==> config.mk <==
export PLATFORM = sky130hd
export DESIGN_NAME = uart_rx_param
export DESIGN_NICKNAME = d
export VERILOG_FILES = /design/src/rtl/uart_rx_param.sv
export SDC_FILE = /design/constraint.sdc
export NUM_CORES = 1
export LEC_CHECK = 0
export ABC_AREA = 1
export BUFFER_PORTS_ARGS = -buffer_cell sky130_fd_sc_hd__buf_4
export CAP_MARGIN = 20
export CELL_PAD_IN_SITES_DETAIL_PLACEMENT = 1
export CELL_PAD_IN_SITES_GLOBAL_PLACEMENT = 1
export CORE_UTILIZATION = 42
export DETAILED_ROUTE_END_ITERATION = 12
export PLACE_DENSITY = 0.84
export SLEW_MARGIN = 15
export SYNTH_ARGS = -nofsm -noshare
export SYNTH_HDL_FRONTEND = slang
export SYNTH_SLANG_ARGS = --single-unit
export TNS_END_PERCENT = 100
==> constraint.sdc <==
create_clock -name CLOCK -period 2.1 [get_ports CLOCK]
set_clock_uncertainty 0.05 [all_clocks]
set_input_delay 0.315 -clock CLOCK [delete_from_list [all_inputs] [get_ports CLOCK]]
set_output_delay 0.315 -clock CLOCK [all_outputs]
set_load 0.05 [all_outputs]
==> src/rtl/uart_rx_param.sv <==
// Parameterised UART receiver: 2-flop input synchronizer, mid-bit sampling,
// optional parity, 1-2 stop bits and a valid/ready output holding register.
module uart_rx_param #(
  parameter int unsigned CLKS_PER_BIT = 100,
  parameter int unsigned DATA_BITS    = 8,
  parameter int unsigned PARITY_MODE  = 0,
  parameter int unsigned STOP_BITS    = 1
) (
  input  logic                 CLOCK,
  input  logic                 RESET,
  input  logic                 RX,
  output logic [DATA_BITS-1:0] dt,
  output logic                 dt_valid,
  input  logic                 dt_ready,
  output logic                 frame_err,
  output logic                 parity_err,
  output logic                 overrun,
  output logic                 busy
);

  localparam int unsigned TW = $clog2(CLKS_PER_BIT) + 1;
  localparam int unsigned IW = $clog2(DATA_BITS);
  localparam logic [TW-1:0] HALF_T = TW'(CLKS_PER_BIT / 2 - 1);
  localparam logic [TW-1:0] LAST_T = TW'(CLKS_PER_BIT - 1);
  localparam logic [IW-1:0] LAST_D = IW'(DATA_BITS - 1);
  localparam logic [IW-1:0] LAST_S = IW'(STOP_BITS - 1);
  localparam logic          ODD    = (PARITY_MODE == 2);

  typedef enum logic [2:0] {IDLE, START, DATA, PARITY, STOP, REARM} state_e;

  state_e                 state_q, state_d;
  logic                   rx_meta_q, rxs_q;
  logic [TW-1:0]          timer_q, timer_d;
  logic [IW-1:0]          idx_q, idx_d;
  logic [DATA_BITS-1:0]   sh_q, sh_d;
  logic                   ferr_q, ferr_d, perr_q, perr_d;
  logic                   commit, ferr_fin, bit_tick;
  logic [DATA_BITS-1:0]   dt_q;
  logic                   dt_valid_q, frame_err_q, parity_err_q, overrun_q;

  always_ff @(posedge CLOCK) begin
    if (RESET) begin
      rx_meta_q <= 1'b1;
      rxs_q     <= 1'b1;
      state_q   <= IDLE;
      timer_q   <= '0;
      idx_q     <= '0;
      sh_q      <= '0;
      ferr_q    <= 1'b0;
      perr_q    <= 1'b0;
    end else begin
      rx_meta_q <= RX;
      rxs_q     <= rx_meta_q;
      state_q   <= state_d;
      timer_q   <= timer_d;
      idx_q     <= idx_d;
      sh_q      <= sh_d;
      ferr_q    <= ferr_d;
      perr_q    <= perr_d;
    end
  end

  assign bit_tick = (timer_q == LAST_T);
  assign ferr_fin = ferr_q | ~rxs_q;

  always_comb begin
    state_d = state_q;
    timer_d = '0;
    idx_d   = idx_q;
    sh_d    = sh_q;
    ferr_d  = ferr_q;
    perr_d  = perr_q;
    commit  = 1'b0;
    unique case (state_q)
      IDLE: begin
        if (!rxs_q) begin
          state_d = START;
          idx_d   = '0;
          ferr_d  = 1'b0;
          perr_d  = 1'b0;
        end
      end
      START: begin
        timer_d = timer_q + 1'b1;
        if (timer_q == HALF_T) begin
          timer_d = '0;
          idx_d   = '0;
          state_d = rxs_q ? IDLE : DATA;
        end
      end
      DATA: begin
        timer_d = timer_q + 1'b1;
        if (bit_tick) begin
          timer_d = '0;
          sh_d    = {rxs_q, sh_q[DATA_BITS-1:1]};
          if (idx_q == LAST_D) begin
            idx_d   = '0;
            state_d = (PARITY_MODE != 0) ? PARITY : STOP;
          end else begin
            idx_d = idx_q + 1'b1;
          end
        end
      end
      PARITY: begin
        timer_d = timer_q + 1'b1;
        if (bit_tick) begin
          timer_d = '0;
          perr_d  = ^sh_q ^ rxs_q ^ ODD;
          state_d = STOP;
        end
      end
      STOP: begin
        timer_d = timer_q + 1'b1;
        if (bit_tick) begin
          timer_d = '0;
          ferr_d  = ferr_fin;
          if (idx_q == LAST_S) begin
            commit  = 1'b1;
            idx_d   = '0;
            state_d = ferr_fin ? REARM : IDLE;
          end else begin
            idx_d = idx_q + 1'b1;
          end
        end
      end
      REARM: begin
        if (rxs_q) state_d = IDLE;
      end
      default: state_d = IDLE;
    endcase
  end

  always_comb begin
    busy = (state_q != IDLE);
  end

  // A handshake on the commit cycle frees the register, so the new frame loads.
  always_ff @(posedge CLOCK) begin
    if (RESET) begin
      dt_q         <= '0;
      dt_valid_q   <= 1'b0;
      frame_err_q  <= 1'b0;
      parity_err_q <= 1'b0;
      overrun_q    <= 1'b0;
    end else if (commit) begin
      if (!dt_valid_q || dt_ready) begin
        dt_q         <= sh_q;
        frame_err_q  <= ferr_fin;
        parity_err_q <= perr_q;
        dt_valid_q   <= 1'b1;
      end else begin
        overrun_q <= 1'b1;
      end
    end else if (dt_valid_q && dt_ready) begin
      dt_valid_q <= 1'b0;
    end
  end

  assign dt         = dt_q;
  assign dt_valid   = dt_valid_q;
  assign frame_err  = frame_err_q;
  assign parity_err = parity_err_q;
  assign overrun    = overrun_q;

endmodule

==> impl_metrics.csv <==
group,metric,value,unit
yosys,syn-num-nets,274,
floorplanning,fp.dieW,69.03,um
power_and_ir_drop,power.density_cell_area,1090,nW/um^2
power_and_ir_drop,share_clk_of_total_power,27.0,%
sta,max_clock_freq,539.9,MHz
grt,grt_busiest_layer,"met2",
hold_path,min-delay-start,"RX",
sta,grt_setup_unrepaired,"no",
hold_path,holdPathEnd,"rx_meta_q$_SDFF_PP1_",
placed_design,detailed_place_hpwl,3248,um
drt,antenna_nets_post_route,0,
floorplanning,total_die_area,4764,sq um
sta,final.min_clock_period,1.852,ns
yosys,synth.distinct_cells,29,
finish,final.fill_count,573,
critical_path,timing.critical_path.to_type,"output port",
drt,drt-total-wl,4393,um
hold_path,hold_depth,2,
sta,maxSlewViolCount,0,
job,max-cap-violations,0,
grt,grt_first_pass_wirelength,7831,um
critical_path,worstPathMaxFanout,5,
floorplanning,num_io_pins,17,
sta,totalNegativeSetupSlack,0,ns
critical_path,crit_path_start_kind,"flip-flop",
sta,relSlewSlack,66.32,%
power_and_ir_drop,finalPower,2.363,mW
cts,postCtsSetupRepairBufs,0,
drt,detail_route.vias_per_cell,5.131,
power_and_ir_drop,relative_contribution_of_sequential_cells_to_total_power,35.8,%
cts,clock_tree_from_tritoncts,"done",
sta,final.period_utilization,88.20,%
floorplanning,initial_utilization,43.63,%
cts,path_clk_slew,0.08,ns
power_and_ir_drop,intPower,1.441,mW
yosys,yosysWarnings,0,
sta,worst-slew-pin-transition,0.5047,ns
cts,numCtsBuffers,5,
critical_path,worstPathArrival,1.49,ns
cts,max-clock-path-buffers,2,
cts,post_cts_resized,0,
grt,grt_overflow,0,
sta,report.final.hold_viol_count,0,
grt,first_global_vias,1778,
cts,clkSinkCount,38,
critical_path,setup.reg_to_reg.worst_slack,0.28,ns
grt,global_route.usage.met3,5.117,%
outcome,violations,"design-rule violations",
grt,grt_use_met2,35.06,%
finish,final_core_utilization,50.14,%
yosys,synth-seq-area-share,40.32,%
yosys,mean_cell_area_of_the_mapped_netlist,7.120,sq um
critical_path,r2r-start,"timer_q[0]$_SDFF_PP0_",
cts,worst_skew_pair.late_latency,0.29,ns
outcome,status,"complete, but fails checks",
placed_design,io_buffers,16,
critical_path,required_time_of_the_worst_setup_path,1.74,ns
drt,dr.first_iter.drc_count,67,
critical_path,worst-r2r-cell-count,7,
grt,global_route.usage.met1,23.86,%
hold_path,worst_hold_path_type,"in -> reg",
yosys,post_synth_inst_count,265,
power_and_ir_drop,power.net_switching,0.9223,mW
drt,drc,1,
finish,antenna-diode-count,0,
finish,syn_to_final_growth,14.92,%
grt,initial_antenna_violation_count,0,
yosys,syn_area,1887,sq um
drt,avgRoutedWirePerCell,13.04,um
placed_design,gp_congestion,0.8625,
power_and_ir_drop,leakage_power_summed_over_all_cells,0.9405,nW
critical_path,timing_worst_setup_path_type,"reg -> out",
finish,nets,294,
grt,grt_max_degree,20,
critical_path,worstReg2RegEnd,"dt[0]$_SDFFE_PP0P_",
cts,cts.hold.buffers_added,0,
sta,setup_viol,0,
cts,htree_levels,2,
finish,post_route_cells_drive_above_1_share,15.79,%
grt,globalRouteTotalUtil,20.27,%
yosys,postSynthRegisterBits,38,
placed_design,dp_slack,0.1938,ns
drt,drt_first_pass_iters,8,
cts,clock_tree.root_cell,"clkbuf_8",
drt,route.vias.total,1729,
power_and_ir_drop,logic_gate_share_of_total_power,37.2,%
power_and_ir_drop,switching_share,39.03,%
floorplanning,placeableCoreArea,4324,sq um
sta,setup_slack,0.2478,ns
floorplanning,fp.dieH,69.03,um
floorplanning,row_count,24,
power_and_ir_drop,peak_vdd_ir,0.0005730,V
==> worst max path at each step <==
stage          slack, ns               startpoint                     end  cells past startpoint
2_1_floorplan       0.53    dt_valid$_SDFFE_PP0P_  frame_err$_SDFFE_PP0P_                      5
3_3_place_gp        0.33    timer_q[0]$_SDFF_PP0_    sh_q[5]$_SDFFE_PP0P_                      6
3_5_place_dp        0.19    timer_q[0]$_SDFF_PP0_    sh_q[3]$_SDFFE_PP0P_                      6
4_1_cts             0.17    timer_q[0]$_SDFF_PP0_    sh_q[3]$_SDFFE_PP0P_                      6
5_1_grt             0.06  state_q[0]$_SDFFE_PP0P_                    busy                      5
6_report            0.25  state_q[0]$_SDFFE_PP0P_                    busy                      5
==> cell families after synthesis <==
kind of cell    count (synthesis)  share of synthesized area [%]
fa+ha+maj                       5                          3.316
xor+xnor                        3                          1.393
buf+inv                        43                          9.283
simple gates                  121                          30.44
flops                          38                          40.32
compound gates                 55                          15.25
==> power groups by stage <==
stage / sequential (mW) / clock (mW) / combinational, mW
6_report: 0.846 / 0.637 / 0.880
3_3_place_gp: 0.860 / 0 / 0.850
5_1_grt: 0.860 / 0.677 / 1.00
3_5_place_dp: 0.864 / 0 / 0.878
2_1_floorplan: 0.849 / 0 / 0.683
4_1_cts: 0.848 / 0.653 / 0.891
==> metal layers <==
metal / part of all wire [%] / vias to the layer above
met5: 0 / -
met4: 1.5 / 0
met3: 2.7 / 7
met2: 50 / 20
met1: 46 / 815
li1: - / 887
==> sequential cells by signal, summed over array words and instances (netlist names) <==
name and flops:
ferr_q 1, overrun 1, perr_q 1, dt 8, timer_q 8, frame_err 1
parity_err 1, sh_q 8, idx_q 3, rx_meta_q 1, rxs_q 1, dt_valid 1
state_q 3
==> cells in the mapped netlist (all sizes together) <==
| cell type | count | area [sq um] |
|---|---|---|
| nand2 | 46 | 185.2 |
| nor2 | 44 | 191.4 |
| inv | 39 | 146.4 |
| dfxtp | 38 | 760.7 |
| o21ai | 29 | 152.7 |
| a21oi | 24 | 120.1 |
| nand3 | 17 | 102.6 |
| nor3 | 9 | 56.31 |
| ha | 5 | 62.56 |
| buf | 3 | 25.02 |
| nor3b | 2 | 20.02 |
| o21a | 2 | 15.01 |
| or2 | 2 | 12.51 |
| xnor2 | 2 | 17.52 |
| clkbuf | 1 | 3.750 |
| nand4 | 1 | 6.260 |
| xor2 | 1 | 8.760 |
==> worst max-delay path, cell delays in order (launching register included) <==
cell	delay [ns]
dfxtp_1	0.34
inv_1	0.13
nand2_2	0.11
nor2_1	0.27
inv_1	0.13
buf_4	0.21
==> stage by stage <==
| step | hold WS, ns | cell area [sq um] | cells |
|---|---|---|---|
| 4_1_cts | 0.1574 | 2163 | 337 |
| 6_report | 0.1631 | 2168 | 337 |
| 3_5_place_dp | 0.3526 | 2051 | 330 |
| 2_1_floorplan | 0.3341 | 1887 | 265 |
| 5_1_grt | 0.1618 | 2168 | 337 |
| 3_3_place_gp | 0.3435 | 2051 | 330 |
==> cell type report <==
class | instances | area (sq um) | area share (%)
inverters | 39 | 146.4 | 6.751
clock inverters | 1 | 30.03 | 1.385
well taps | 52 | 65.06 | 3.001
multi-input cells | 184 | 955.9 | 44.09
clock buffers | 6 | 82.58 | 3.808
repair buffers | 17 | 127.6 | 5.886
flip-flops and latches | 38 | 760.7 | 35.08
==> cell usage in the layout, fill, tap and decap left out, drive strengths merged <==
master and instances:
nand2 46, nor2 44, inv 39, dfxtp 38, o21ai 29, a21oi 24
buf 17, nand3 17, nor3 9, clkbuf 6, ha 5, or2 2
o21a 2, xnor2 2, nor3b 2, nand4 1, xor2 1, bufinv 1
(Power assumes the default switching activity.)
